==> src/rtl/pipeline_pkg.sv <==
// Shared definitions for the execute stage: ALU opcodes,
// control-word bit positions and condition-code bit positions.
package pipeline_pkg;

   typedef enum logic [3:0] {
      OP_NOP  = 4'd0,
      OP_MOV  = 4'd1,
      OP_ADD  = 4'd2,
      OP_SUB  = 4'd3,
      OP_AND  = 4'd4,
      OP_OR   = 4'd5,
      OP_NOT  = 4'd6,
      OP_INC  = 4'd7,
      OP_DEC  = 4'd8,
      OP_SHL  = 4'd9,
      OP_SHR  = 4'd10,
      OP_LDM  = 4'd11,
      OP_SETC = 4'd12,
      OP_CLRC = 4'd13,
      OP_R14  = 4'd14,
      OP_R15  = 4'd15
   } alu_op_e;

   localparam int CTL_OP_LSB = 0;
   localparam int CTL_OP_MSB = 3;
   localparam int CTL_IMM    = 4;
   localparam int CTL_RW     = 5;
   localparam int CTL_MR     = 6;
   localparam int CTL_MW     = 7;

   localparam int CCR_C = 2;
   localparam int CCR_N = 1;
   localparam int CCR_Z = 0;

   function automatic logic [2:0] wb_ctrl(input logic [7:0] ctl);
      return {ctl[CTL_MW], ctl[CTL_MR], ctl[CTL_RW]};
   endfunction

endpackage

==> src/rtl/execute_stage_if.sv <==
// Decode-side inputs and memory-side outputs of the execute stage.
// The driver uses master, the stage itself uses slave.
interface execute_stage_if #(
   parameter int DATA_W  = 16,
   parameter int RADDR_W = 3
);
   logic [DATA_W-1:0]  imm_value_execute;
   logic [4:0]         shmnt_execute;
   logic [DATA_W-1:0]  rs_data_execute;
   logic [DATA_W-1:0]  rd_data_execute;
   logic [RADDR_W-1:0] rd_execute;
   logic [7:0]         control_signals_execute;
   logic               stall;
   logic               flush;

   logic [DATA_W-1:0]  alu_result_mem;
   logic [DATA_W-1:0]  store_data_mem;
   logic [RADDR_W-1:0] rd_mem;
   logic [2:0]         wb_ctrl_mem;
   logic [2:0]         ccr;

   modport master (
      output imm_value_execute, shmnt_execute, rs_data_execute,
      output rd_data_execute, rd_execute, control_signals_execute,
      output stall, flush,
      input  alu_result_mem, store_data_mem, rd_mem, wb_ctrl_mem, ccr
   );

   modport slave (
      input  imm_value_execute, shmnt_execute, rs_data_execute,
      input  rd_data_execute, rd_execute, control_signals_execute,
      input  stall, flush,
      output alu_result_mem, store_data_mem, rd_mem, wb_ctrl_mem, ccr
   );
endinterface

==> src/rtl/alu_core.sv <==
// Combinational ALU: result, candidate flags and flag-update enables.
// Arithmetic and shifts run one bit wider so the carry/borrow falls out.
module alu_core
   import pipeline_pkg::*;
#(
   parameter int DATA_W = 16
) (
   input  logic [DATA_W-1:0] a_i,
   input  logic [DATA_W-1:0] b_i,
   input  logic [DATA_W-1:0] imm_i,
   input  alu_op_e           op_i,
   input  logic [4:0]        shmnt_i,
   input  logic              c_i,
   output logic [DATA_W-1:0] result_o,
   output logic              c_o,
   output logic              n_o,
   output logic              z_o,
   output logic              zn_en_o,
   output logic              c_en_o
);

   localparam logic [DATA_W:0] ONE = {{DATA_W{1'b0}}, 1'b1};

   logic [DATA_W:0] a_w;
   logic [DATA_W:0] b_w;
   logic [DATA_W:0] add_w;
   logic [DATA_W:0] sub_w;
   logic [DATA_W:0] inc_w;
   logic [DATA_W:0] dec_w;
   logic [DATA_W:0] shl_w;
   logic [DATA_W:0] shr_w;
   logic            sh_zero;

   assign a_w     = {1'b0, a_i};
   assign b_w     = {1'b0, b_i};
   assign add_w   = a_w + b_w;
   assign sub_w   = a_w - b_w;
   assign inc_w   = a_w + ONE;
   assign dec_w   = a_w - ONE;
   // Over-range shifts drain every bit, giving result 0 and C 0.
   assign shl_w   = a_w << shmnt_i;
   assign shr_w   = {a_i, 1'b0} >> shmnt_i;
   assign sh_zero = (shmnt_i == 5'd0);

   always_comb begin
      result_o = '0;
      c_o      = c_i;
      zn_en_o  = 1'b0;
      c_en_o   = 1'b0;
      case (op_i)
         OP_MOV: result_o = b_i;
         OP_ADD: begin
            result_o = add_w[DATA_W-1:0];
            c_o      = add_w[DATA_W];
            zn_en_o  = 1'b1;
            c_en_o   = 1'b1;
         end
         OP_SUB: begin
            result_o = sub_w[DATA_W-1:0];
            c_o      = sub_w[DATA_W];
            zn_en_o  = 1'b1;
            c_en_o   = 1'b1;
         end
         OP_AND: begin
            result_o = a_i & b_i;
            zn_en_o  = 1'b1;
         end
         OP_OR: begin
            result_o = a_i | b_i;
            zn_en_o  = 1'b1;
         end
         OP_NOT: begin
            result_o = ~a_i;
            zn_en_o  = 1'b1;
         end
         OP_INC: begin
            result_o = inc_w[DATA_W-1:0];
            c_o      = inc_w[DATA_W];
            zn_en_o  = 1'b1;
            c_en_o   = 1'b1;
         end
         OP_DEC: begin
            result_o = dec_w[DATA_W-1:0];
            c_o      = dec_w[DATA_W];
            zn_en_o  = 1'b1;
            c_en_o   = 1'b1;
         end
         OP_SHL: begin
            result_o = shl_w[DATA_W-1:0];
            c_o      = shl_w[DATA_W];
            zn_en_o  = 1'b1;
            c_en_o   = ~sh_zero;
         end
         OP_SHR: begin
            result_o = shr_w[DATA_W:1];
            c_o      = shr_w[0];
            zn_en_o  = 1'b1;
            c_en_o   = ~sh_zero;
         end
         OP_LDM: result_o = imm_i;
         OP_SETC: begin
            c_o    = 1'b1;
            c_en_o = 1'b1;
         end
         OP_CLRC: begin
            c_o    = 1'b0;
            c_en_o = 1'b1;
         end
         default: ;
      endcase
   end

   assign n_o = result_o[DATA_W-1];
   assign z_o = (result_o == '0);

endmodule

==> src/rtl/execute_stage.sv <==
// Execute stage: operand select, ALU, and the EX/MEM register with CCR.
// Priority at each edge is rst, then flush, then stall.
module execute_stage
   import pipeline_pkg::*;
#(
   parameter int DATA_W  = 16,
   parameter int RADDR_W = 3
) (
   input logic             clk,
   input logic             rst,
   execute_stage_if.slave  ex
);

   logic [DATA_W-1:0]  opnd_a;
   logic [DATA_W-1:0]  opnd_b;
   alu_op_e            op;
   logic [DATA_W-1:0]  alu_res;
   logic               alu_c;
   logic               alu_n;
   logic               alu_z;
   logic               zn_en;
   logic               c_en;

   logic [DATA_W-1:0]  res_q, res_d;
   logic [DATA_W-1:0]  sd_q, sd_d;
   logic [RADDR_W-1:0] rd_q, rd_d;
   logic [2:0]         wb_q, wb_d;
   logic [2:0]         ccr_q, ccr_d;

   assign op     = alu_op_e'(ex.control_signals_execute[CTL_OP_MSB:CTL_OP_LSB]);
   assign opnd_a = ex.rd_data_execute;
   assign opnd_b = ex.control_signals_execute[CTL_IMM] ?
                   ex.imm_value_execute : ex.rs_data_execute;

   alu_core #(
      .DATA_W (DATA_W)
   ) u_alu (
      .a_i      (opnd_a),
      .b_i      (opnd_b),
      .imm_i    (ex.imm_value_execute),
      .op_i     (op),
      .shmnt_i  (ex.shmnt_execute),
      .c_i      (ccr_q[CCR_C]),
      .result_o (alu_res),
      .c_o      (alu_c),
      .n_o      (alu_n),
      .z_o      (alu_z),
      .zn_en_o  (zn_en),
      .c_en_o   (c_en)
   );

   always_comb begin
      res_d = res_q;
      sd_d  = sd_q;
      rd_d  = rd_q;
      wb_d  = wb_q;
      ccr_d = ccr_q;
      if (ex.flush) begin
         res_d = '0;
         sd_d  = '0;
         rd_d  = '0;
         wb_d  = '0;
      end else if (!ex.stall) begin
         res_d = alu_res;
         sd_d  = ex.rd_data_execute;
         rd_d  = ex.rd_execute;
         wb_d  = wb_ctrl(ex.control_signals_execute);
         if (zn_en) begin
            ccr_d[CCR_N] = alu_n;
            ccr_d[CCR_Z] = alu_z;
         end
         if (c_en) begin
            ccr_d[CCR_C] = alu_c;
         end
      end
   end

   always_ff @(posedge clk) begin
      if (rst) begin
         res_q <= '0;
         sd_q  <= '0;
         rd_q  <= '0;
         wb_q  <= '0;
         ccr_q <= '0;
      end else begin
         res_q <= res_d;
         sd_q  <= sd_d;
         rd_q  <= rd_d;
         wb_q  <= wb_d;
         ccr_q <= ccr_d;
      end
   end

   assign ex.alu_result_mem = res_q;
   assign ex.store_data_mem = sd_q;
   assign ex.rd_mem         = rd_q;
   assign ex.wb_ctrl_mem    = wb_q;
   assign ex.ccr            = ccr_q;

endmodule

==> src/flat_wrapper.sv <==
// flat-port wrapper written by rule: the top's interface ports become plain ports
module execute_stage_flat import pipeline_pkg::*;
#(
   parameter int DATA_W  = 16,
   parameter int RADDR_W = 3
)
  (clk, rst, ex_imm_value_execute, ex_shmnt_execute, ex_rs_data_execute, ex_rd_data_execute, ex_rd_execute, ex_control_signals_execute, ex_stall, ex_flush, ex_alu_result_mem, ex_store_data_mem, ex_rd_mem, ex_wb_ctrl_mem, ex_ccr);
  execute_stage_if #(.DATA_W(DATA_W), .RADDR_W(RADDR_W)) ex_i ();
  input logic clk;
  input logic rst;
  input wire logic [$bits(ex_i.imm_value_execute)-1:0] ex_imm_value_execute;
  input wire logic [$bits(ex_i.shmnt_execute)-1:0] ex_shmnt_execute;
  input wire logic [$bits(ex_i.rs_data_execute)-1:0] ex_rs_data_execute;
  input wire logic [$bits(ex_i.rd_data_execute)-1:0] ex_rd_data_execute;
  input wire logic [$bits(ex_i.rd_execute)-1:0] ex_rd_execute;
  input wire logic [$bits(ex_i.control_signals_execute)-1:0] ex_control_signals_execute;
  input wire logic [$bits(ex_i.stall)-1:0] ex_stall;
  input wire logic [$bits(ex_i.flush)-1:0] ex_flush;
  output wire logic [$bits(ex_i.alu_result_mem)-1:0] ex_alu_result_mem;
  output wire logic [$bits(ex_i.store_data_mem)-1:0] ex_store_data_mem;
  output wire logic [$bits(ex_i.rd_mem)-1:0] ex_rd_mem;
  output wire logic [$bits(ex_i.wb_ctrl_mem)-1:0] ex_wb_ctrl_mem;
  output wire logic [$bits(ex_i.ccr)-1:0] ex_ccr;
  assign ex_i.imm_value_execute = ex_imm_value_execute;
  assign ex_i.shmnt_execute = ex_shmnt_execute;
  assign ex_i.rs_data_execute = ex_rs_data_execute;
  assign ex_i.rd_data_execute = ex_rd_data_execute;
  assign ex_i.rd_execute = ex_rd_execute;
  assign ex_i.control_signals_execute = ex_control_signals_execute;
  assign ex_i.stall = ex_stall;
  assign ex_i.flush = ex_flush;
  assign ex_alu_result_mem = ex_i.alu_result_mem;
  assign ex_store_data_mem = ex_i.store_data_mem;
  assign ex_rd_mem = ex_i.rd_mem;
  assign ex_wb_ctrl_mem = ex_i.wb_ctrl_mem;
  assign ex_ccr = ex_i.ccr;
  execute_stage #(.DATA_W(DATA_W), .RADDR_W(RADDR_W)) u_core (.clk(clk), .rst(rst), .ex(ex_i));
endmodule
==> config.mk <==
export PLATFORM = sky130hd
export DESIGN_NAME = execute_stage_flat
export DESIGN_NICKNAME = d
export VERILOG_FILES = /design/src/rtl/pipeline_pkg.sv /design/src/rtl/execute_stage_if.sv /design/src/rtl/alu_core.sv /design/src/rtl/execute_stage.sv /design/src/flat_wrapper.sv
export SDC_FILE = /design/constraint.sdc
export NUM_CORES = 1
export LEC_CHECK = 0
export ABC_AREA = 0
export ABC_CLOCK_PERIOD_IN_PS = 5100
export BUFFER_PORTS_ARGS = -buffer_cell sky130_fd_sc_hd__buf_2
export CORE_MARGIN = 2
export CORE_UTILIZATION = 45
export DETAILED_ROUTE_END_ITERATION = 10
export GPL_TIMING_DRIVEN = 1
export MAX_ROUTING_LAYER = met4
export PLACE_DENSITY_LB_ADDON = 0.12
export SYNTH_ARGS = -nofsm -noshare
export SYNTH_HDL_FRONTEND = slang
export SYNTH_SLANG_ARGS = --single-unit
==> constraint.sdc <==
create_clock -name clk -period 5.1 [get_ports clk]
set_input_delay 1.02 -clock clk [delete_from_list [all_inputs] [get_ports clk]]
set_output_delay 1.02 -clock clk [all_outputs]
set_load 0.02 [all_outputs]
Word-level counts from Yosys, hierarchy flattened
Cells that the tools add are included.

Input port bits: 68. Output and inout bits: 41. Register bits after elaboration: 41. Word-level logic and storage cells: 45.

Reduce and logical (&&, ||, !) cells: 9. Bitwise operators: 6. Shifts and indexed selects: 2. Equality and inequality tests: 13. Add/sub/neg operators: 4. Mux-type cells: 5.

Operator list (number): one-hot mux 16 bit (11 select lines) (1); == test 4 bit, second input constant (6); adder 16 x 1 -> 17 bit, second input constant (1); adder 16 x 16 -> 17 bit (1); left shift 16 x 5 -> 17 bit (1); >> shifter 17 x 5 -> 17 bit (1); subtractor 16 x 1 -> 17 bit, second input constant (1); subtractor 16 x 16 -> 17 bit (1); bitwise AND 16 bit (1); == test 4 x 3 -> 1 bit, second input constant (4); logical NOT 16 bit (1); two-way mux 16 bit (1); NOT 16 bit (1); OR 16 bit (1); OR reduction 9 bit (1); == test 4 x 2 -> 1 bit, second input constant (2); one-hot mux 1 bit (8 select lines) (1); nonzero test 8 bit (1); OR reduction 6 bit (1); logical NOT 5 bit (1); == test 4 x 1 -> 1 bit, second input constant (1); AND reduction 4 bit (1); OR reduction 2 bit (2); NOT 1 bit (3); 3 further kinds (3).

Depth between registers and ports, before layout
Gate-level depths: netlist of run 1.

Word-level depth: 4. Gate-level depth with buffers: 15.

By module
Synthesis of run 1 repeated with hierarchy kept, for this count alone.

Cell total of the unflattened synthesis: 944. Area total of the unflattened synthesis: 7211.9 um2.

Modules (own cells, without submodules): alu_core (area each 5467.7 um2, cells an instance 788, sequential area each 0.0 um2, instances 1); execute_stage (area each 1744.2 um2, cells an instance 156, sequential area each 820.8 um2, instances 1).

Least setup slack after synthesis of run 1
Ideal clock, no wire load.

Kind: input to register. Start: input ex_control_signals_execute[4]. End: register u_core.ccr_q[0], in the netlist u_core.ex.ccr[0]. Arrival time: 4.064 ns. Stages: 13. Path buffers: 2. Setup time: 0.096 ns. Required time: 5.004 ns. Path slack: 0.941 ns. Cell sequence: buf_2 -> buf_2 -> mux2i_1 -> ha_1 -> nor2_1 -> o211ai_1 -> a31o_2 -> and3_1 -> a2111oi_2 -> a31oi_1 -> a2111oi_2 -> nand4_1 -> o41ai_2.

Longest elaborated chain between the ends: 4. Elaborated cells on any way between the ends: 7. Classes of those cells: add/sub (2); mux (2); bitwise (2); reduce/logical (1).

RTL lines: start: declaration (RTL line flat_wrapper.sv:16) `input wire logic [$bits(ex_i.control_signals_execute)-1:0] ex_control_signals_execute;`; two-way mux 16 bit (*) (RTL line execute_stage.sv:32) `assign opnd_b = ex.control_signals_execute[CTL_IMM] ?`; subtractor 16 x 16 -> 17 bit, or another cell as far along (RTL line alu_core.sv:37) `assign sub_w = a_w - b_w;`; one-hot mux 16 bit (11 select lines) (*) (RTL line alu_core.sv:50) `case (op_i)`; logical NOT 16 bit (*) (RTL line alu_core.sv:114) `assign z_o = (result_o == '0);`; end signal: assignment (RTL line execute_stage.sv:90) `ccr_q <= ccr_d;`; end: declaration (RTL line execute_stage.sv:28) `logic [2:0] ccr_q, ccr_d;`.

Mark *: on every way between the ends. The rest lies on a longest branch, timed or not. A chain may end at the register's enable or synchronous reset.

Worst setup path after layout of run 1
Ends and elaborated chain as after synthesis.

==> results.json, run 1 <==
{
  "status": "finished, final reports clean",
  "tritoncts.num_buffers": 5,
  "power-per-cell-area_nw_per_um2": 173,
  "finalHoldViolCount": 0,
  "detailroute.via_count": 8257,
  "worst-path-buf-inv": 3,
  "tns_ns": 0,
  "cp-end-kind": "register",
  "via_count_of_the_first_global_routing_pass": 7406,
  "firstDrtPassIters": 6,
  "critical-path-top-delay-family": "compound AO/OA/AOI/OAI gates",
  "route.detailed.drc": 0,
  "route.met3.wl_um": 2450,
  "grt_usage_pct": 33.7,
  "timing.critical_path.required_ns": 5.31,
  "post_route_cells_drive_above_1_share_pct": 19.3,
  "grt_setup_unrepaired": "no",
  "final.period_utilization_pct": 89.7,
  "rr_endpoint": "u_core.ex.store_data_mem[0]",
  "maxSlewHeadroom_pct": 37.8,
  "cts_tree": "done",
  "switching_power_mw": 0.628,
  "timing.reg2reg.setup_slack_ns": 4.20,
  "cp_dominant_cell_by_count": "o21ai_0",
  "worst_slew_pin_slew_ns": 0.933,
  "layout.cells.most_common_list": "buf_2, nor2_1, nand2_1, ha_1, mux2i_1",
  "mostFrequentLayoutCell": "buf_2",
  "critPathKind": "in2reg",
  "floorplan.die.width_um": 133,
  "root_buffer": "clkbuf_16",
  "async_reset_ff_share_pct": 0,
  "placeableCoreArea_um2": 16400,
  "wl_met2_um": 13200,
  "tritoncts_num_sinks": 41,
  "std_cell_rows": 47,
  "hp-class": "reg2reg",
  "yosysSeqAreaShare_pct": 11.0,
  "worst_setup_hold_path_clk_slew_ns": 0.07,
  "power.sequential.fraction_pct": 23.5,
  "timing.final.max_slew_violations": 0,
  "finalSetupViolCount": 0,
  "h_tree_lvl_count": 2,
  "power.clock.fraction_pct": 24.5,
  "drt-vias-per-instance": 6.57,
  "antennaDiodeCount": 0,
  "power.combinational.fraction_pct": 51.9,
  "synth_flop_cell": "dfxtp_1",
  "cts_hold_repair.buffers": 0,
  "r2r-start": "u_core.ex.store_data_mem[0]",
  "dpl_hpwl_um": 22400,
  "cell_internal_pwr_mw": 0.796,
  "timing.max_cap.violations": 0,
  "worst-endpoint-arrival_ns": 4.79,
  "final.fill_count": 1680,
  "grt_pass1_wl_um": 45300,
  "synth-warning-count": 0,
  "synth_nets": 1106,
  "worst_skew_pair.late_latency_ns": 0.30,
  "area_delta_synth_final_pct": 10.2,
  "die_h_um": 133,
  "swShare_pct": 44.1,
  "cts_post_setup_buffers_inserted": 0,
  "number_of_enable_flip_flop_cells_after_synthesis": 0,
  "finalCriticalPeriod_ns": 4.58,
  "yosysUniqueCellTypes": 87,
  "critical_path.startpoint": "ex_control_signals_execute[4]",
  "final_power_mw": 1.42,
  "largest_net_degree_at_the_start_of_global_routing": 48,
  "wl_per_cell_um": 23.5,
  "final_cells": 1256,
  "cpMaxStageDelayCell": "mux2i_1",
  "worst_r2r_path_depth": 2,
  "route.antenna.remaining_nets": 0,
  "clock_path_buffers": 2,
  "finish.net_count": 1165,
  "p_leak_nw": 3.45,
  "initial_core_util_pct": 45.4,
  "place.port_buffers": 108,
  "grt_antenna_before_repair": 0,
  "die_area_um2": 17600,
  "grt_remaining_overflow": 0,
  "crit_path_end": "u_core.ex.ccr[0]",
  "synth.avg_cell_area_um2": 7.64,
  "io-pin-count": 109,
  "drtIter0Drc": 954,
  "timing.critical_path.depth": 14,
  "synth.cell_area_um2": 7460,
  "ir_drop_v": 0.000109,
  "topRoutingLayerUsed": "met4",
  "postRouteWirelength_um": 29500,
  "post_cts.resized_instances": 0,
  "detail_route.wirelength.met1_um": 12500,
  "start_kind": "input pin",
  "finClkSkew_ns": 0,
  "critical_path.max_stage_delay_ns": 0.58,
  "finalWeightedCongestion": 1.06,
  "max_freq_mhz": 219,
  "postSynthCellCount": 976,
  "worstPathCellList": "buf_2, buf_4, mux2i_1, inv_1, ha_1, nor2b_1, o21ai_0, o21ai_0, a211o_1, a211oi_1, o211ai_1, a2111oi_2, nand4_1, o41ai_2",
  "numPlacedInstances": 1248,
  "crit_path_max_fanout": 10,
  "synth_seq_cells": 41
}
## power by group through the flow
| stage | Clock, mW | Sequential [mW] | Combinational (mW) |
|---|---|---|---|
| 2_1_floorplan | 0 | 0.354 | 0.494 |
| 6_report | 0.349 | 0.335 | 0.740 |
| 3_5_place_dp | 0 | 0.342 | 0.718 |
| 4_1_cts | 0.358 | 0.335 | 0.721 |
| 3_3_place_gp | 0 | 0.342 | 0.722 |
| 5_1_grt | 0.369 | 0.336 | 0.796 |
## state kept, by name, indices dropped and copies added, names as in the netlist
register and flops:
u_core.ex.alu_result_mem 16, u_core.ex.ccr 3, u_core.ex.rd_mem 3, u_core.ex.store_data_mem 16, u_core.ex.wb_ctrl_mem 3
## cell type report
type / instances / area, µm² / share of cell area, %
multi-input cells: 795 / 5990 / 73.0
flip-flops and latches: 41 / 821 / 9.99
repair buffers: 138 / 766 / 9.32
well taps: 220 / 275 / 3.35
inverters: 54 / 203 / 2.47
clock buffers: 5 / 125 / 1.52
clock inverters: 3 / 28.8 / 0.350
## kinds of logic after synthesis
family          share of synthesized area, %
fa+ha+maj                               10.6
simple gates                            22.5
mux                                     17.3
flops                                   11.0
buf+inv                                 8.59
xor+xnor                                2.35
compound gates                          27.6
## Yosys cell counts, types with 10 or more instances
library cell / count / area, µm²
o211ai_1: 10 / 75.1
o21ai_0: 43 / 215
nor2b_1: 20 / 125
xnor2_1: 14 / 123
mux4_2: 21 / 473
clkbuf_1: 45 / 169
nor2_1: 99 / 372
mux2i_1: 54 / 541
a31oi_1: 12 / 75.1
ha_1: 60 / 751
a221oi_1: 15 / 131
nand3_1: 25 / 125
a21oi_1: 51 / 255
inv_1: 52 / 195
mux2_2: 13 / 146
nand2_1: 60 / 225
buf_2: 23 / 115
nor3_1: 30 / 150
o22ai_1: 20 / 125
dfxtp_1: 41 / 821
a211oi_1: 16 / 120
o21a_1: 10 / 75.1
nand2b_1: 22 / 138
## metrics by stage
stage	area (µm²)	setup WS, ns	util [%]	hold WS [ns]
after floorplan	7460	0.941	-	0.455
after global placement	8060	0.349	49.1	0.448
after detailed placement	8060	0.341	49.1	0.458
after CTS	8210	0.658	50.1	0.468
after global routing	8210	0.417	50.1	0.493
final	8210	0.524	50.1	0.464
## worst reg2reg max path, cell delays in order (launching register included)
cell and delay (ns):
dfxtp_1 0.36, mux2i_1 0.34, nor2_1 0.07
## worst min-delay path by stage
stage / start / to / slack [ns] / cells after the start
2_1_floorplan: u_core.ex.ccr[2] / u_core.ex.ccr[2] / 0.46 / 2
3_3_place_gp: u_core.ex.alu_result_mem[13] / u_core.ex.alu_result_mem[13] / 0.45 / 2
3_5_place_dp: u_core.ex.alu_result_mem[15] / u_core.ex.alu_result_mem[15] / 0.46 / 2
4_1_cts: u_core.ex.alu_result_mem[15] / u_core.ex.alu_result_mem[15] / 0.47 / 2
5_1_grt: u_core.ex.alu_result_mem[15] / u_core.ex.alu_result_mem[15] / 0.49 / 2
6_report: u_core.ex.alu_result_mem[13] / u_core.ex.alu_result_mem[13] / 0.46 / 2
## routing by layer
metal	global-route usage, %	up-vias
li1	-	3779
met1	45.5	3957
met2	51.2	447
met3	4.67	74
met4	12.8	0
met5	-	-
Note: power is estimated with default switching activity, not from simulation.
==> run 2: changes to the inputs <==
--- a/config.mk
+++ b/config.mk
@@ -14,6 +14,7 @@
 export GPL_TIMING_DRIVEN = 1
 export MAX_ROUTING_LAYER = met4
 export PLACE_DENSITY_LB_ADDON = 0.12
+export RECOVER_POWER = 25
 export SYNTH_ARGS = -nofsm -noshare
 export SYNTH_HDL_FRONTEND = slang
 export SYNTH_SLANG_ARGS = --single-unit
==> results.json, run 2 (same netlist as run 1, synthesis figures left out) <==
{
  "crit_path_max_fanout": 10,
  "io-pin-count": 109,
  "route.detailed.drc": 0,
  "grt_pass1_wl_um": 45300,
  "r2r-start": "u_core.ex.store_data_mem[0]",
  "min_from": "u_core.ex.alu_result_mem[15]",
  "firstDrtPassIters": 6,
  "timing.max_cap.violations": 0,
  "hp-class": "reg2reg",
  "power-per-cell-area_nw_per_um2": 174,
  "layout.cells.most_common_list": "nor2_1, buf_2, nand2_1, ha_1, mux2i_1",
  "cts_post_setup_buffers_inserted": 0,
  "initial_core_util_pct": 45.4,
  "finClkSkew_ns": 0,
  "worst_setup_hold_path_clk_slew_ns": 0.07,
  "tritoncts.num_buffers": 5,
  "grt_antenna_before_repair": 0,
  "worst-endpoint-arrival_ns": 4.76,
  "p_leak_nw": 3.36,
  "grt_usage_pct": 33.7,
  "finish.net_count": 1165,
  "place.port_buffers": 108,
  "die_area_um2": 17600,
  "worst_r2r_path_depth": 2,
  "drt-vias-per-instance": 6.54,
  "tritoncts_num_sinks": 41,
  "timing.critical_path.required_ns": 5.31,
  "die_h_um": 133,
  "placeableCoreArea_um2": 16400,
  "whs_endpoint": "u_core.ex.alu_result_mem[15]",
  "numPlacedInstances": 1248,
  "placement_setup_slack_ns": 0.341,
  "ir_drop_v": 0.000108,
  "tns_ns": 0,
  "drtIter0Drc": 977,
  "finalCriticalPeriod_ns": 4.55,
  "cts_hold_repair.buffers": 0,
  "route.met3.wl_um": 2420,
  "topRoutingLayerUsed": "met4",
  "timing.final.ws_setup_ns": 0.548,
  "grt_setup_unrepaired": "no",
  "finalHoldViolCount": 0,
  "rr_endpoint": "u_core.ex.store_data_mem[0]",
  "route.antenna.remaining_nets": 0,
  "area_delta_synth_final_pct": 9.82,
  "dpl_hpwl_um": 22400,
  "cp-end-kind": "register",
  "via_count_of_the_first_global_routing_pass": 7406,
  "status": "finished, final reports clean",
  "detail_route.wirelength.met1_um": 12600,
  "mostFrequentLayoutCell": "nor2_1",
  "largest_net_degree_at_the_start_of_global_routing": 48,
  "root_buffer": "clkbuf_16",
  "finish.instance_area_um2": 8190,
  "timing.final.max_slew_violations": 0,
  "wl_per_cell_um": 23.5,
  "final_power_mw": 1.42,
  "worst_hold_slack_ns": 0.466,
  "start_kind": "input pin",
  "final.period_utilization_pct": 89.2,
  "grt_remaining_overflow": 0,
  "cts_tree": "done",
  "post_cts.resized_instances": 0,
  "finalSetupViolCount": 0,
  "critPathKind": "in2reg",
  "post_route_cells_drive_above_1_share_pct": 17.4,
  "max_freq_mhz": 220,
  "h_tree_lvl_count": 2,
  "maxSlewHeadroom_pct": 38.4,
  "wl_met2_um": 13300,
  "antennaDiodeCount": 0,
  "finalCoreUtilization_pct": 49.9,
  "postRouteWirelength_um": 29500,
  "worst_slew_pin_slew_ns": 0.924,
  "std_cell_rows": 47,
  "timing.hold.worst_path_depth": 2,
  "detailroute.via_count": 8220,
  "final_cells": 1256,
  "timing.reg2reg.setup_slack_ns": 4.20,
  "post_dp_cell_area_um2": 8060,
  "floorplan.die.width_um": 133,
  "worst_skew_pair.late_latency_ns": 0.30,
  "finalWeightedCongestion": 1.06,
  "clock_path_buffers": 2
}
==> run 2: cell types whose count changed in the layout (fill, tap and decap cells not counted) <==
cell,delta
buf_2,-20
clkbuf_1,+20
==> run 2: report_power, final <==
| part | total [mW] | internal [mW] | leakage (nW) | switching [mW] |
|---|---|---|---|---|
| clock | 0.349 | 0.189 | 0.0767 | 0.161 |
| sequential | 0.335 | 0.330 | 0.333 | 0.00506 |
| combinational | 0.739 | 0.275 | 2.95 | 0.463 |
==> run 2: worst max-delay path by stage <==
stage / from / end
floorplan: ex_control_signals_execute[4] / u_core.ex.ccr[0]
global placement: ex_control_signals_execute[4] / u_core.ex.ccr[0]
detailed placement: ex_control_signals_execute[4] / u_core.ex.ccr[0]
CTS: ex_control_signals_execute[4] / u_core.ex.ccr[0]
global route: ex_control_signals_execute[4] / u_core.ex.ccr[0]
finish: ex_control_signals_execute[4] / u_core.ex.ccr[0]
==> run 2: layer usage <==
layer	up-vias	track usage [%]
met1	3931	45.5
met5	-	-
met2	429	51.2
met4	0	12.8
met3	78	4.67
li1	3782	-
==> run 2: area by class of cell <==
cell class | count | area [µm²]
clock buffer | 5 | 125
timing repair buffer | 138 | 741
fill | 1683 | 8220
sequential | 41 | 821
inverter | 54 | 203
multi-input combinational | 795 | 5990
clock inverter | 3 | 28.8
tap | 220 | 275
==> run 2: critical path: stages <==
cell,delay [ns]
buf_2,0.19
buf_4,0.26
mux2i_1,0.58
inv_1,0.10
ha_1,0.27
nor2b_1,0.14
o21ai_0,0.18
o21ai_0,0.17
a211o_1,0.25
a211oi_1,0.34
o211ai_1,0.33
a2111oi_2,0.48
nand4_1,0.16
o41ai_2,0.28
==> run 3: changes to the inputs <==
--- a/config.mk
+++ b/config.mk
@@ -17,4 +17,5 @@
 export RECOVER_POWER = 25
 export SYNTH_ARGS = -nofsm -noshare
 export SYNTH_HDL_FRONTEND = slang
+export SYNTH_HIERARCHICAL = 1
 export SYNTH_SLANG_ARGS = --single-unit
==> results.json, run 3 <==
{
  "status": "finished, violations left",
  "violated_checks": "capacitance limit, slew limit",
  "p_leak_nw": 3.46,
  "hp-class": "reg2reg",
  "h_tree_lvl_count": 2,
  "timing.hold.worst_path_depth": 2,
  "firstDrtPassIters": 5,
  "worst_setup_hold_path_clk_slew_ns": 0.06,
  "power.clock.fraction_pct": 26.4,
  "dominant_cell_type_by_area_after_synthesis": "dfxtp_1",
  "grt_antenna_before_repair": 1,
  "post_cts.resized_instances": 0,
  "std_cell_rows": 46,
  "finalCriticalPeriod_ns": 4.70,
  "timing.final.ws_setup_ns": 0.396,
  "numPlacedInstances": 1232,
  "yosys.area_share.xor_xnor_pct": 2.91,
  "drtIter0Drc": 1187,
  "async_reset_ff_share_pct": 0,
  "post_synth_most_frequent_cells": "nor2_1, mux2i_1, nand2_1",
  "synth-warning-count": 6,
  "grt_use_met2_pct": 50.5,
  "max_freq_mhz": 213,
  "tritoncts.num_buffers": 5,
  "timing.max_cap.violations": 1,
  "synth_top_family_by_area": "compound AO/OA/AOI/OAI gates",
  "route.antenna.remaining_nets": 0,
  "clock_path_buffers": 2,
  "synth.avg_cell_area_um2": 7.64,
  "critPathKind": "in2reg",
  "final.period_utilization_pct": 92.2,
  "place.port_buffers": 108,
  "switching_power_mw": 0.641,
  "post_synthesis_simple_gate_area_fraction_pct": 21.4,
  "power.sequential.fraction_pct": 22.5,
  "worst_slew_pin_slew_ns": 3.05,
  "finish.net_count": 1148,
  "cell_internal_pwr_mw": 0.854,
  "finClkSkew_ns": 0,
  "io-pin-count": 109,
  "ir_drop_v": 0.000126,
  "synth_compound_gate_area_share_pct": 25.4,
  "grt_remaining_overflow": 0,
  "power-per-cell-area_nw_per_um2": 183,
  "r2r-start": "u_core/ex.ccr[2]",
  "finalSetupViolCount": 0,
  "die_h_um": 131,
  "timing.critical_path.required_ns": 5.33,
  "synth_nets": 1069,
  "final_cells": 1241,
  "grt_pass1_wl_um": 45100,
  "cp-end-kind": "register",
  "detailroute.via_count": 8247,
  "wl_per_cell_um": 24.4,
  "finalHoldViolCount": 0,
  "synth.area.mux_share_pct": 20.0,
  "worst-endpoint-arrival_ns": 4.94,
  "synth_flop_cell": "dfxtp_1",
  "via_count_of_the_first_global_routing_pass": 7451,
  "grtUsageMet3_pct": 6.43,
  "cts_tree": "done",
  "yosys-top-cells-area": "dfxtp_1, mux2i_1, ha_1, mux4_2, nor2_1",
  "grt_setup_unrepaired": "no",
  "start_kind": "input pin",
  "yosysUniqueCellTypes": 84,
  "tns_ns": 0,
  "timing.reg2reg.setup_slack_ns": 4.28,
  "worst_r2r_path_depth": 4,
  "cts_hold_repair.buffers": 0,
  "power.combinational.fraction_pct": 51.2,
  "worst_skew_pair.late_latency_ns": 0.31,
  "maxSlewHeadroom_pct": -103,
  "post_route_cells_drive_above_1_share_pct": 21.0,
  "layout.cells.most_common_list": "buf_2, nor2_1, mux2i_1",
  "dpl_hpwl_um": 23000,
  "synth.cell_area_um2": 7210,
  "swShare_pct": 42.8,
  "placement_setup_slack_ns": 0.283,
  "initial_core_util_pct": 45.7,
  "tritoncts_num_sinks": 41,
  "largest_net_degree_at_the_start_of_global_routing": 41,
  "placeableCoreArea_um2": 15800,
  "cts_post_setup_buffers_inserted": 0,
  "synthMostInstantiatedCell": "nor2_1",
  "final.fill_count": 1609,
  "synth_seq_cells": 41,
  "finalWeightedCongestion": 1.02,
  "root_buffer": "clkbuf_16",
  "grt_usage_pct": 36.1,
  "busiest_layer": "met2",
  "post_synth_fa_ha_maj_area_fraction_pct": 10.2,
  "area_delta_synth_final_pct": 13.2,
  "yosysSeqAreaShare_pct": 11.4,
  "postSynthCellCount": 944,
  "rr_endpoint": "u_core/ex.ccr[2]",
  "timing.final.max_slew_violations": 41,
  "crit_path_max_fanout": 9,
  "met1_track_demand_over_resource_in_global_routing_pct": 49.5,
  "route.detailed.drc": 0,
  "min_from": "u_core/ex.ccr[1]",
  "synth_top_cell_area_share_pct": 11.4,
  "die_area_um2": 17100,
  "postRouteWirelength_um": 30300,
  "mostFrequentLayoutCell": "buf_2",
  "drt-vias-per-instance": 6.65,
  "number_of_enable_flip_flop_cells_after_synthesis": 0,
  "final_power_mw": 1.49,
  "whs_endpoint": "u_core/ex.ccr[1]",
  "floorplan.die.width_um": 131
}
run 3: kinds of logic (layout without fill, tap and decap cells):
| kind of cell | Yosys count | after routing |
|---|---|---|
| simple gates | 306 | 306 |
| compound gates | 257 | 257 |
| buf+inv | 145 | 225 |
| mux | 113 | 113 |
| fa+ha+maj | 58 | 58 |
| flops | 41 | 41 |
| xor+xnor | 24 | 24 |
| other cells | 0 | 1 |
run 3: final cells by class:
class	instances	area, µm²	area share (%)
Tap cell	216	270	3.31
Clock inverter	3	46.3	0.567
Multi-Input combinational cell	758	5770	70.7
Inverter	58	218	2.67
Clock buffer	5	125	1.53
Timing Repair Buffer	159	912	11.2
Antenna cell	1	2.50	0.0307
Sequential cell	41	821	10.1
run 3: worst max-delay path by stage:
stage | startpoint | to | slack (ns) | cells past startpoint
after floorplan | ex_control_signals_execute[4] | u_core/ex.ccr[0] | 0.94 | 17
after global placement | ex_control_signals_execute[4] | u_core/ex.ccr[0] | 0.32 | 15
after detailed placement | ex_control_signals_execute[4] | u_core/ex.ccr[0] | 0.28 | 16
after CTS | ex_control_signals_execute[4] | u_core/ex.ccr[0] | 0.57 | 16
after global routing | ex_control_signals_execute[4] | u_core/ex.ccr[0] | 0.11 | 16
final | ex_control_signals_execute[4] | u_core/ex.ccr[0] | 0.40 | 16
run 3: routing by layer:
| metal | part of all wire, % | up-vias |
|---|---|---|
| met3 | 11 | 123 |
| met5 | 0 | - |
| met2 | 42 | 590 |
| met4 | 5.9 | 0 |
| li1 | - | 3675 |
| met1 | 41 | 3859 |
run 3: metrics by stage:
stage | util [%] | instance area [µm²] | hold slack [ns]
2_1_floorplan | - | 7210 | 0.545
3_5_place_dp | 50.8 | 8010 | 0.473
4_1_cts | 51.9 | 8180 | 0.482
5_1_grt | 51.8 | 8160 | 0.499
3_3_place_gp | 50.8 | 8010 | 0.466
6_report | 51.8 | 8160 | 0.478
run 3: critical path, cell delays in order:
cell	delay, ns
buf_2	0.24
mux2_2	0.40
ha_1	0.23
fa_1	0.41
o21bai_1	0.32
a2111oi_0	0.17
buf_4	0.17
nor3_1	0.21
nor2_1	0.10
a221oi_1	0.44
o2111ai_1	0.24
a2111oi_2	0.47
nand4b_1	0.16
nor4_2	0.15
nand2b_1	0.08
mux2i_1	0.12
run 3: power by group through the flow:
stage	logic (mW)	clock network (mW)	registers, mW
after floorplan	0.480	0	0.356
after global placement	0.740	0	0.343
after detailed placement	0.733	0	0.343
after CTS	0.736	0.401	0.336
after global routing	0.809	0.410	0.337
final	0.765	0.394	0.336
